===== config.mk =====
export PLATFORM = sky130hd
export DESIGN_NAME = nrs_gold_seq_ctrl
export DESIGN_NICKNAME = d
export VERILOG_FILES = /design/src/rtl/nrs_pkg.sv /design/src/rtl/nrs_cinit_calc.sv /design/src/rtl/nrs_gold_seq_ctrl.sv
export SDC_FILE = /design/constraint.sdc
export NUM_CORES = 1
export LEC_CHECK = 0
export BUFFER_PORTS_ARGS = -buffer_cell sky130_fd_sc_hd__clkbuf_2
export CAP_MARGIN = 40
export CORE_AREA = 5 5 149 151
export DETAILED_ROUTE_END_ITERATION = 12
export DIE_AREA = 0 0 154 156
export SYNTH_ARGS = -nofsm -noshare
export SYNTH_HDL_FRONTEND = slang
export SYNTH_HIERARCHICAL = 1
export SYNTH_SLANG_ARGS = --single-unit

===== constraint.sdc =====
create_clock -name clk -period 7.2 [get_ports clk]
set_input_delay 0.36 -clock clk [delete_from_list [all_inputs] [get_ports clk]]
set_output_delay 0.36 -clock clk [all_outputs]
set_load 0.01 [all_outputs]

===== src/rtl/nrs_pkg.sv =====
// Shared constants and state encoding for the NB-IoT NRS Gold-sequence sequencer.
// Used by nrs_cinit_calc and nrs_gold_seq_ctrl.
package nrs_pkg;

    localparam int NC           = 1600;
    localparam int NRS_M_OFFSET = 109;
    localparam int LFSR_W       = 31;
    localparam int NCELL_ID_MAX = 503;
    localparam int CINIT_W      = 28;

    typedef logic [2:0] nrs_state_t;

    localparam nrs_state_t ST_IDLE = 3'd0;
    localparam nrs_state_t ST_CALC = 3'd1;
    localparam nrs_state_t ST_LOAD = 3'd2;
    localparam nrs_state_t ST_SKIP = 3'd3;
    localparam nrs_state_t ST_EMIT = 3'd4;
    localparam nrs_state_t ST_DONE = 3'd5;

endpackage


===== src/rtl/nrs_cinit_calc.sv =====
// Combinational NRS c_init: 2^10*(7*(ns+1)+l+1)*(2*ncell_id+1) + 2*ncell_id + 1.
// Evaluated at 28 bits (enough for in-range inputs) and zero-extended to the LFSR width.
module nrs_cinit_calc
    import nrs_pkg::*;
(
    input  logic [4:0]        ns_i,
    input  logic [2:0]        l_i,
    input  logic [8:0]        ncell_id_i,
    output logic [LFSR_W-1:0] c_init_o
);

    logic [7:0]         symTerm;
    logic [9:0]         cellTerm;
    logic [CINIT_W-1:0] product;

    always_comb begin
        symTerm  = 8'd7 * (8'(ns_i) + 8'd1) + 8'(l_i) + 8'd1;
        cellTerm = {ncell_id_i, 1'b1};
        product  = CINIT_W'(symTerm) * CINIT_W'(cellTerm);
        // product is below 2^18, so the 2^10 scaling cannot overflow 28 bits
        c_init_o = LFSR_W'({product[CINIT_W-11:0], 10'd0} + CINIT_W'(cellTerm));
    end

endmodule


===== src/rtl/nrs_gold_seq_ctrl.sv =====
// Sequencer for the NRS Gold-sequence generator: c_init, LFSR load, fast-forward, bit emission.
// Optional feature: define NRS_CTRL_ABORT_EN to add an abort input that returns any request to IDLE.
module nrs_gold_seq_ctrl
    import nrs_pkg::*;
#(
    parameter int SKIP_CNT = NC + 2 * NRS_M_OFFSET - 30,
    parameter int OUT_BITS = 4,
    parameter int CNT_W    = 11
)
(
    input  logic              clk,
    input  logic              rst,
    input  logic              start,
    input  logic [4:0]        ns,
    input  logic [2:0]        l,
    input  logic [8:0]        ncell_id,
    input  logic              x1_bit,
    input  logic              x2_bit,
`ifdef NRS_CTRL_ABORT_EN
    input  logic              abort,
`endif
    output logic              x1_en,
    output logic              x2_en,
    output logic              x1_init,
    output logic              x2_init,
    output logic              x1_out,
    output logic              x2_out,
    output logic [LFSR_W-1:0] x2_seed,
    output logic              c_bit,
    output logic              c_valid,
    output logic              busy,
    output logic              done
);

    localparam logic [CNT_W-1:0] SKIP_LAST = CNT_W'(SKIP_CNT > 0 ? SKIP_CNT - 1 : 0);
    localparam logic [CNT_W-1:0] EMIT_LAST = CNT_W'(OUT_BITS - 1);

    nrs_state_t        state_q, state_d;
    logic [CNT_W-1:0]  cnt_q, cnt_d;
    logic [LFSR_W-1:0] seed_q, seed_d;
    logic [4:0]        ns_q, ns_d;
    logic [2:0]        l_q, l_d;
    logic [8:0]        cid_q, cid_d;
    logic              c_bit_q, c_bit_d;
    logic              c_valid_q, c_valid_d;
    logic              abortReq;
    logic [LFSR_W-1:0] cinit;

`ifdef NRS_CTRL_ABORT_EN
    assign abortReq = abort;
`else
    assign abortReq = 1'b0;
`endif

    nrs_cinit_calc u_cinit (
        .ns_i       (ns_q),
        .l_i        (l_q),
        .ncell_id_i (cid_q),
        .c_init_o   (cinit)
    );

    always_comb begin
        state_d   = state_q;
        cnt_d     = cnt_q;
        seed_d    = seed_q;
        ns_d      = ns_q;
        l_d       = l_q;
        cid_d     = cid_q;
        c_bit_d   = c_bit_q;
        c_valid_d = 1'b0;
        case (state_q)
            ST_IDLE: begin
                if (start && !abortReq) begin
                    ns_d    = ns;
                    l_d     = l;
                    cid_d   = ncell_id;
                    state_d = ST_CALC;
                end
            end
            ST_CALC: begin
                seed_d  = cinit;
                state_d = ST_LOAD;
            end
            ST_LOAD: begin
                cnt_d   = '0;
                state_d = (SKIP_CNT == 0) ? ST_EMIT : ST_SKIP;
            end
            ST_SKIP: begin
                if (cnt_q == SKIP_LAST) begin
                    cnt_d   = '0;
                    state_d = ST_EMIT;
                end else begin
                    cnt_d = cnt_q + 1'b1;
                end
            end
            ST_EMIT: begin
                c_bit_d   = x1_bit ^ x2_bit;
                c_valid_d = 1'b1;
                if (cnt_q == EMIT_LAST) begin
                    cnt_d   = '0;
                    state_d = ST_DONE;
                end else begin
                    cnt_d = cnt_q + 1'b1;
                end
            end
            ST_DONE: state_d = ST_IDLE;
            default: state_d = ST_IDLE;
        endcase
        // abort wins over any in-progress step; the seed keeps its last loaded value
        if (abortReq && (state_q != ST_IDLE)) begin
            state_d   = ST_IDLE;
            cnt_d     = '0;
            seed_d    = seed_q;
            c_bit_d   = c_bit_q;
            c_valid_d = 1'b0;
        end
    end

    always_ff @(posedge clk or negedge rst) begin
        if (!rst) begin
            state_q   <= ST_IDLE;
            cnt_q     <= '0;
            seed_q    <= '0;
            ns_q      <= '0;
            l_q       <= '0;
            cid_q     <= '0;
            c_bit_q   <= 1'b0;
            c_valid_q <= 1'b0;
        end else begin
            state_q   <= state_d;
            cnt_q     <= cnt_d;
            seed_q    <= seed_d;
            ns_q      <= ns_d;
            l_q       <= l_d;
            cid_q     <= cid_d;
            c_bit_q   <= c_bit_d;
            c_valid_q <= c_valid_d;
        end
    end

    assign x1_init = (state_q == ST_LOAD);
    assign x2_init = x1_init;
    assign x1_en   = (state_q == ST_SKIP) || (state_q == ST_EMIT);
    assign x2_en   = x1_en;
    assign x1_out  = (state_q == ST_EMIT);
    assign x2_out  = x1_out;
    assign x2_seed = seed_q;
    assign c_bit   = c_bit_q;
    assign c_valid = c_valid_q;
    assign busy    = (state_q != ST_IDLE);
    assign done    = (state_q == ST_DONE);

endmodule


==> results.txt, run 1 <==
outcome: completed
Setup CP Type: flip-flop to flip-flop
Synth Area in Simple Gates: 14.09%
Power Density: 343.4 nW/um2
final-report hold violation count: 0
Setup TNS Final: 0 ps
Worst R2R Setup Slack: 360 ps
initial antenna violation count: 0
Clk pwr share: 18.5%
Synth Register Bits: 64
global-route wire length before repair: 22,200 um
end of the critical path: x2_seed[25]
clk_lat worst skew: 350 ps
Clock Path Buffers: 2
FP Rows: 53
Reg power frac: 18.3%
via count: 4,340
grt met1 use: 14.58%
layout cells sized above 1: 25.59%
Leak: 3.515 nW
CTS tree: yes
sequential element share of the synthesized area: 26.37%
Worst-path clk slew: 60 ps
Worst Max-Slew Pin Slew: 683.8 ps
R2R depth: 26
Final HPWL DP: 10,160 um
Placement Setup Slack: 102.8 ps
worst flop-to-flop path startpoint: ns_q[0]
H-tree Lvls: 3
total track usage: 11.37%
DRT Wirelength: 12,950 um
worst setup margin: 364.8 ps
Area Growth Syn to Fin: 16.79%
I/O Buffers: 62
Worst Path Required: 7430 ps
Int Power: 1.355 mW
die height: 156 um
Syn Inst Count: 610
Total Power: 2.436 mW
Final Critical Period: 6835 ps
vias per cell: 4.545
mux share of post-synthesis cell area: 9.271%
Initial Utilization: 29.35%
Setup Viol. Count Final: 0
Mapped Area: 6073 um2
post-synthesis cell type count: 61
Max-cap violations: 0
DP Cell Count: 936
grt total ovfl: 0
number of global-route vias before repair: 4,521
FMAX: 0.1463 GHz
routed length per instance: 13.56 um
M2 GR Usage: 19.41%
worst reg2reg endpoint: x2_seed[25]
nets@finish: 801
Setup crit start: ns_q[0]
fin cells: 955
adder-cell share of the synthesized area: 27.61%
switch share: 44.37%
layer with the highest usage: met2
Slew headroom: 54.09%
io pins: 63
largest family of logic cells by synthesized area: adder cells
Routed Antenna Nets: 0
CTS root buf: clkbuf_16
DRT iter0 DRCs: 149
share of power burned in combinational logic: 63.2%
post-synthesis xor/xnor area fraction: 4.574%
first-pass detailed-route iteration total: 4
Die Width: 154 um
Filler cells: 2,127
Net Switching: 1.081 mW
synth warn: 6
Main synth FF type: dfrtp_1
cts bufs inserted: 9
clock skew: 10.72 ps
Tcrit/Tclk final: 94.93%
Post-synth ARST share: 100.0%
Crit Path Max Fanout: 9
critical path data arrival time: 7060 ps
worst vdd ir: 170.3 uV
met3 Use GR: 2.191%
DRC: 0
EDFF count, synth: 0
startpoint types: flip-flop
Slew Viols, Final: 0
GP Congestion: 0.8352
Mean Syn Cell Area: 9.956 um2
CP Capture Type: flip-flop
Synth Area in Compound Gates: 9.436%
largest net degree at the start of global routing: 38
Die ar.: 24,020 um2
Min Hold Slack: 7.373 ps
Antenna diodes: 0
hold crit path type: primary input to async pin
core box area: 20,690 um2
Sink Count: 64
-- placed cells by master (no fill, tap or decap), drive strengths merged, types with 8 or more instances in the layout --
| cell | instances |
|---|---|
| buf | 19 |
| fa | 50 |
| dfrtp | 64 |
| nand3 | 11 |
| clkbuf | 70 |
| mux2 | 50 |
| o21ai | 12 |
| xor2 | 12 |
| a21o | 8 |
| and2 | 48 |
| inv | 92 |
| nand2 | 46 |
| ha | 54 |
| nor2 | 20 |
| a21oi | 28 |
| xnor2 | 18 |
-- cell families (layout without fill, tap and decap cells) --
kind of cell,after synthesis,in the layout
AND/OR/NAND/NOR,162,162
flip-flops,64,64
other,2,4
multiplexers,50,50
buffers and inverters,118,186
XOR/XNOR,30,30
adder cells (fa/ha/maj),104,104
AO/OA/AOI/OAI,80,80
-- registers in the layout (all words and copies together), names as in the netlist --
signal and count:
x2_seed 31, cnt_q 11, cid_q 9, ns_q 5, l_q 3, state_q 3
c_bit 1, c_valid 1
-- metrics by stage --
step	cell area (um2)	util, %
2_1_floorplan	6081	-
3_3_place_gp	6658	32.18
3_5_place_dp	6689	32.33
4_1_cts	6992	33.79
5_1_grt	7093	34.28
6_report	7093	34.28
-- critical path, stage by stage (launching register included) --
cell,delay [ps]
dfrtp_1,390
inv_1,90
ha_1,350
xnor2_2,170
xnor2_1,140
fa_1,480
inv_1,60
fa_1,450
a21o_1,220
a21oi_4,200
nor2_1,90
a311oi_4,310
buf_6,170
and2_1,150
fa_1,390
inv_1,110
fa_1,420
fa_1,550
inv_1,60
fa_1,480
ha_1,350
inv_1,140
nor2_1,70
o31a_1,290
o2111ai_1,200
nand4b_1,100
mux2_2,260
-- worst min path at each step --
| stage | end | startpoint | slack, ps |
|---|---|---|---|
| floorplan | c_bit | rst | 60 |
| global placement | x2_seed[30] | x2_seed[30] | 490 |
| detailed placement | cnt_q[8] | rst | 400 |
| CTS | cnt_q[8] | rst | 20 |
| global route | cnt_q[8] | rst | 30 |
| finish | cnt_q[8] | rst | 7 |
-- layout make-up --
type / instances / area (um2) / area share (%)
flip-flops and latches: 64 / 1604 / 22.61
clock buffers: 9 / 225.2 / 3.175
well taps: 275 / 344.1 / 4.851
repair buffers: 80 / 465.4 / 6.562
multi-input cells: 430 / 4039 / 56.94
clock inverters: 7 / 77.57 / 1.094
inverters: 90 / 337.8 / 4.763
-- power by group through the flow --
stage | Combinational [mW] | Sequential, mW | Clock, mW
6_report | 1.54 | 0.446 | 0.450
5_1_grt | 1.77 | 0.455 | 0.476
4_1_cts | 1.49 | 0.448 | 0.460
3_5_place_dp | 1.48 | 0.455 | 0
3_3_place_gp | 1.47 | 0.453 | 0
2_1_floorplan | 1.06 | 0.464 | 0
-- synth_stat cells (5+ instances only) --
master     n  area share, %
dfrtp_1   64             26
a21oi_1   25            2.1
clkbuf_1   7           0.43
nand2_1   46            2.8
o21ai_0   11           0.91
fa_1      50             16
nor2_1    20            1.2
and2_1    48            4.9
nand3_1   11           0.91
mux2_2    50            9.3
nor3_1     7           0.58
xnor2_1   17            2.5
a22o_1     5           0.72
a21o_1     8           0.99
ha_1      54             11
a31oi_1    6           0.62
inv_1     90            5.6
buf_4     17            2.1
xor2_1    11            1.6
-- layer usage --
metal	vias to the layer above	part of all wire (%)
met5	-	0
met4	0	1.4
met3	14	2.5
met2	63	50
met1	2139	46
li1	2124	-
-- what timing repair did --
| item | in CTS | in global routing |
|---|---|---|
| gates resized for setup | 0 | 14 |
| endpoints found under the hold margin | 0 | 0 |
| setup buffers | 0 | 3 |
| hold buffers | 0 | 0 |
| setup endpoints to repair | 0 | 9 |
(Power assumes the default switching activity.)
==> run 2: changes to the inputs <==
CAP_MARGIN = 30   (was 40)
GPL_TIMING_DRIVEN = 0   (was unset)
clock period = 7.6 ns   (was 7.2 ns; I/O delays follow)
==> run 2 against run 1 <==
  * Routed wire length increased by 1.7%
  * Critical path depth unchanged
  * Critical path type unchanged
  * Total power decreased by 6.3%
  * Combinational power decreased by 11%
  * Count of clock-buffer cells in the layout unchanged
  * Critical endpoint is now x2_seed[27]
  * Die area unchanged
==> results.txt, run 2 (synthesized netlist as in run 1, its figures left out) <==
outcome: completed
I/O Buffers: 62 (unchanged)
Antenna diodes: 0 (unchanged)
Power Density: 318.6 nW/um2 (-7.2%)
DRT Wirelength: 13,170 um (+1.7%)
Clk pwr share: 21.4% (+2.9 points)
fin cells: 967 (+1.3%)
Filler cells: 2,152 (+1.2%)
Final HPWL DP: 10,220 um (+0.64%)
io pins: 63 (unchanged)
Int Power: 1.281 mW (-5.4%)
via count: 4,401 (+1.4%)
Routed Antenna Nets: 0 (unchanged)
die height: 156 um (unchanged)
startpoint types: flip-flop
Setup CP Type: flip-flop to flip-flop
Clock Path Buffers: 2 (unchanged)
number of global-route vias before repair: 4,515 (-0.13%)
RSZ-0062 raised after global routing: false
R2R depth: 26 (unchanged)
first-pass detailed-route iteration total: 4 (unchanged)
nets@finish: 813 (+1.5%)
Hold Startpoint: ns[3]
hold depth: 2
clock skew: 12.56 ps (+1.847 ps)
finished layout cell area: 7166 um2 (+1.0%)
DRT iter0 DRCs: 187 (+26%)
DP Cell Count: 950 (+1.5%)
FP Rows: 53 (unchanged)
final-report hold violation count: 0 (unchanged)
Die ar.: 24,020 um2 (unchanged)
initial antenna violation count: 0 (unchanged)
layer with the highest usage: met2
Worst-path clk slew: 60 ps (about the same)
clk_lat worst skew: 340 ps (about the same)
grt met1 use: 15.25% (+0.67 points)
layout cells sized above 1: 24.86% (-0.73 points)
M2 GR Usage: 19.22% (-0.19 points)
met3 Use GR: 1.609% (-0.58 points)
Max-cap violations: 0 (unchanged)
commonest cells after routing, fill and taps aside: 90 x inv_1, 63 x dfrtp_1, 62 x clkbuf_2
Reg power frac: 18.4% (about the same)
Worst Path Required: 7880 ps (+450 ps)
core box area: 20,690 um2 (unchanged)
max FFs per register: 31 (unchanged)
Sink Count: 64 (unchanged)
cts bufs inserted: 9 (unchanged)
Initial Utilization: 29.35% (unchanged)
total track usage: 11.38% (about the same)
global-route wire length before repair: 22,520 um (+1.4%)
critical path data arrival time: 7440 ps (+380 ps)
share of power burned in combinational logic: 60.2% (-3.0 points)
vias per cell: 4.551 (+0.15%)
largest net degree at the start of global routing: 54 (+42%)
Slew Viols, Final: 0 (unchanged)
Crit Path Max Fanout: 9 (unchanged)
worst flop-to-flop path startpoint: ns_q[0]
CTS tree: yes
routed length per instance: 13.62 um (+0.40%)
most common cell after layout, fill and taps aside: inv_1
Setup crit start: ns_q[0]
Leak: 3.593 nW (+2.2%)
grt total ovfl: 0 (unchanged)
FMAX: 0.1396 GHz (-4.6%)
Die Width: 154 um (unchanged)
switch share: 43.89% (-0.48 points)
GP Congestion: 0.8204 (-1.8%)
DRC: 0 (unchanged)
placed cell area: 6765 um2 (+1.1%)
Slew headroom: 38.73% (-15 points)
CTS root buf: clkbuf_16
Tcrit/Tclk final: 94.23% (-0.70 points)
Final Critical Period: 7162 ps (+326.4 ps)
Area Growth Syn to Fin: 17.99%
Worst Max-Slew Pin Slew: 915.9 ps (+232.2 ps)
H-tree Lvls: 3 (unchanged)
Net Switching: 1.002 mW (-7.3%)
Setup Viol. Count Final: 0 (unchanged)
worst vdd ir: 140.0 uV (-18%)
CP Capture Type: flip-flop
hold crit path type: primary input to flip-flop
==> run 2: routing by layer <==
layer	vias up	wire length, um
met3	11	328
met5	-	0
met1	2167	6343
met4	0	132
met2	70	6363
li1	2153	-
==> run 2: repair_timing <==
item | 4_1_cts | 5_1_grt
endpoints found under the setup margin | 7 | 8
hold buffers | 1 | 0
resized for setup | 0 | 8
hold endpoints to repair | 11 | 0
setup buffers | 1 | 0
pin swaps | 1 | 0
==> run 2: area by class of cell <==
| cell class | instances | area, um2 | area share, % |
|---|---|---|---|
| multi-input cells | 430 | 3995 | 55.75 |
| inverters | 90 | 337.8 | 4.715 |
| repair buffers | 65 | 357.8 | 4.994 |
| flip-flops and latches | 64 | 1603 | 22.37 |
| clock inverters | 7 | 125.1 | 1.746 |
| clock buffers | 9 | 225.2 | 3.143 |
| plain buffers | 27 | 177.7 | 2.479 |
| well taps | 275 | 344.1 | 4.802 |
==> run 2: through the flow <==
step	power (mW)	util, %	TNS [ps]	worst slack, ps	hold slack [ps]
5_1_grt	2.541	34.63	0	43.57	278.7
4_1_cts	2.326	34.48	0	47.97	262.9
3_5_place_dp	1.817	32.70	-635.7	-242.1	270.8
2_1_floorplan	1.447	-	0	530.8	84.41
6_report	2.283	34.63	0	438.5	278.5
3_3_place_gp	1.790	32.55	-488.9	-216.5	487.6
==> run 2: worst paths after layout <==
kind,endpoint,slack [ps]
min,ns_q[3],280
max,x2_seed[27],440
min in group asynchronous,c_valid,460
max in group asynchronous,ns_q[0],6600
max reg2reg,x2_seed[27],440
min reg2reg,cnt_q[10],500
==> run 2: power by group through the flow <==
stage	clock network [mW]	registers, mW	logic (mW)
2_1_floorplan	0	0.439	1.01
5_1_grt	0.515	0.428	1.60
3_5_place_dp	0	0.427	1.39
3_3_place_gp	0	0.425	1.36
6_report	0.489	0.419	1.37
4_1_cts	0.504	0.421	1.40
==> run 2: critical path: stages, from the launching register on <==
cell and delay [ps]:
dfrtp_2 430, inv_1 80, ha_1 410, xnor2_2 250, xnor2_1 110, fa_1 490, inv_1 70, fa_1 460
a21o_1 230, a21oi_4 200, o21a_2 170, a311oi_4 50, buf_4 190, and2_1 180, fa_1 530, inv_1 50
fa_1 520, fa_1 530, fa_1 540, inv_1 50, ha_1 370, a21oi_1 160, nor2_1 60, o31a_1 280
o2111a_1 250, a311oi_1 230, mux2_2 190
==> run 3: changes to the inputs <==
CORE_AREA = 2 2 104 207   (was 5 5 149 151)
DIE_AREA = 0 0 106 209   (was 0 0 154 156)
==> run 3 against run 2 <==
  * The run now ends with hold timing left
  * Die area is 7.8% lower
  * Clock skew down 4.3 ps
  * Count of clock-buffer cells in the layout is the same
  * Sequential power barely moved
  * Utilization down 0.31 points
  * Maximum frequency is 0.38% lower
  * Routed wire length shrank 2.5%
  * Combinational power barely moved
  * Setup slack got worse by 27 ps
  * Critical path type unchanged
  * Largest cell class unchanged
==> results.txt, run 3 (synthesized netlist as in run 1, its figures left out) <==
max FFs per register: 31 (unchanged)
Worst Max-Slew Pin Slew: 901.7 ps (-14.28 ps)
DRC: 0 (unchanged)
hold crit path type: primary input to async pin
Filler cells: 2,102 (-2.3%)
Setup CP Type: flip-flop to flip-flop
Clock Path Buffers: 2 (unchanged)
H-tree Lvls: 3 (unchanged)
Worst Path Required: 7820 ps (-60 ps)
CP Capture Type: flip-flop
layout cells sized above 1: 24.96% (+0.11 points)
Die ar.: 22,150 um2 (-7.8%)
Tcrit/Tclk final: 94.59% (+0.36 points)
Worst-path clk slew: 60 ps (about the same)
Setup Viol. Count Final: 0 (unchanged)
Final HPWL DP: 10,090 um (-1.3%)
Slew Viols, Final: 0 (unchanged)
vias per cell: 4.654 (+2.3%)
Sink Count: 64 (unchanged)
number of global-route vias before repair: 4,600 (+1.9%)
die height: 209 um (+34%)
failing checks: hold timing
Final Critical Period: 7189 ps (+27.02 ps)
CTS tree: yes
Antenna diodes: 0 (unchanged)
FP Rows: 75 (+42%)
most common cell after layout, fill and taps aside: inv_1
first-pass detailed-route iteration total: 4 (unchanged)
grt total ovfl: 0 (unchanged)
via count: 4,477 (+1.7%)
cts bufs inserted: 9 (unchanged)
worst vdd ir: 187.6 uV (+34%)
Largest stage delay, worst path: 550 ps (about the same)
Power Density: 316.4 nW/um2 (-0.69%)
DRT iter0 DRCs: 139 (-26%)
startpoint types: flip-flop
largest net degree at the start of global routing: 38 (-30%)
CP most frequent cell: fa_1
DP Cell Count: 945 (-0.53%)
CTS root buf: clkbuf_16
initial antenna violation count: 0 (unchanged)
Buffers & Inverters on Critical Path: 5 (unchanged)
Slew headroom: 39.69% (+0.96 points)
Routed Antenna Nets: 0 (unchanged)
fin cells: 962 (-0.52%)
nets@finish: 815 (+0.25%)
placed cell area: 6758 um2 (-0.11%)
Die Width: 106 um (-31%)
FMAX: 0.1391 GHz (-0.38%)
Crit Path Max Fanout: 9 (unchanged)
Crit-path slowest cell: fa_1
outcome: complete, but fails checks
GP Congestion: 0.7994 (-2.6%)
RSZ-0062 raised after global routing: false
total track usage: 12.36% (+0.99 points)
clock skew: 8.294 ps (-4.271 ps)
core box area: 20,740 um2 (+0.24%)
DRT Wirelength: 12,840 um (-2.5%)
cts hold-fix bufs: 0 (-1)
routed length per instance: 13.35 um (-2.0%)
I/O Buffers: 62 (unchanged)
delay-heaviest family, CP: adder cells
final-report hold violation count: 1 (+1)
Max-cap violations: 0 (unchanged)
Min Hold Slack: -0.1535 ps (-278.7 ps)
io pins: 63 (unchanged)
Area Growth Syn to Fin: 17.20%
Initial Utilization: 29.29% (-0.069 points)
commonest cells after routing, fill and taps aside: 90 x inv_1, 63 x dfrtp_1, 62 x clkbuf_2
clk_lat worst skew: 330 ps (about the same)
Leak: 3.568 nW (-0.69%)
critical path data arrival time: 7410 ps (-30 ps)
global-route wire length before repair: 22,110 um (-1.8%)
finished layout cell area: 7118 um2 (-0.66%)
-- run 3: final timing paths --
check	startpoint	endpoint	slack [ps]	depth (start not counted)
min reg2reg	x2_seed[16]	x2_seed[16]	510	1
min in group clk	ncell_id[1]	cid_q[1]	270	2
max in group asynchronous	rst	ns_q[0]	7050	2
max	ns_q[0]	x2_seed[25]	410	26
min	rst	x2_seed[3]	-0.2	1
max reg2reg	ns_q[0]	x2_seed[25]	410	26
-- run 3: per-stage QoR --
stage	setup TNS (ps)	setup WS (ps)	utilization (%)	power (mW)
global route	0	17.95	34.32	2.487
detailed placement	-391.5	-167.7	32.59	1.799
finish	0	411.4	34.32	2.252
CTS	0	90.44	34.15	2.268
floorplan	0	530.8	-	1.447
global placement	-320.0	-139.3	32.44	1.771
-- run 3: layout make-up --
class                           instances  area, um2  share of cell area, %
Clock inverter                          6      92.59                  1.301
Clock buffer                            9      225.2                  3.164
Timing Repair Buffer                   67      362.8                  5.098
Tap cell                              269      336.6                  4.728
Multi-Input combinational cell        430       3983                  55.95
Buffer                                 27      177.7                  2.496
Inverter                               90      337.8                  4.746
Sequential cell                        64       1603                  22.52
-- run 3: power breakdown --
group | internal (mW) | total, mW | leakage (nW) | switching (mW)
Combinational | 0.578 | 1.38 | 2.64 | 0.805
Sequential | 0.388 | 0.421 | 0.784 | 0.0337
Clock | 0.287 | 0.448 | 0.149 | 0.161
-- run 3: routing by layer --
metal / vias up / wire length [um] / track usage, %
li1: 2158 / - / -
met5: - / 0 / 0
met3: 17 / 480 / 2.152
met2: 101 / 6516 / 21.51
met4: 0 / 284 / 4.174
met1: 2201 / 5559 / 15.32
-- run 3: repair_timing --
action | in CTS | in global routing
buffers inserted | 1 | 2
gates resized for setup | 0 | 7
endpoints found under the setup margin | 8 | 8
endpoints found under the hold margin | 0 | 0
pin swaps | 1 | 1
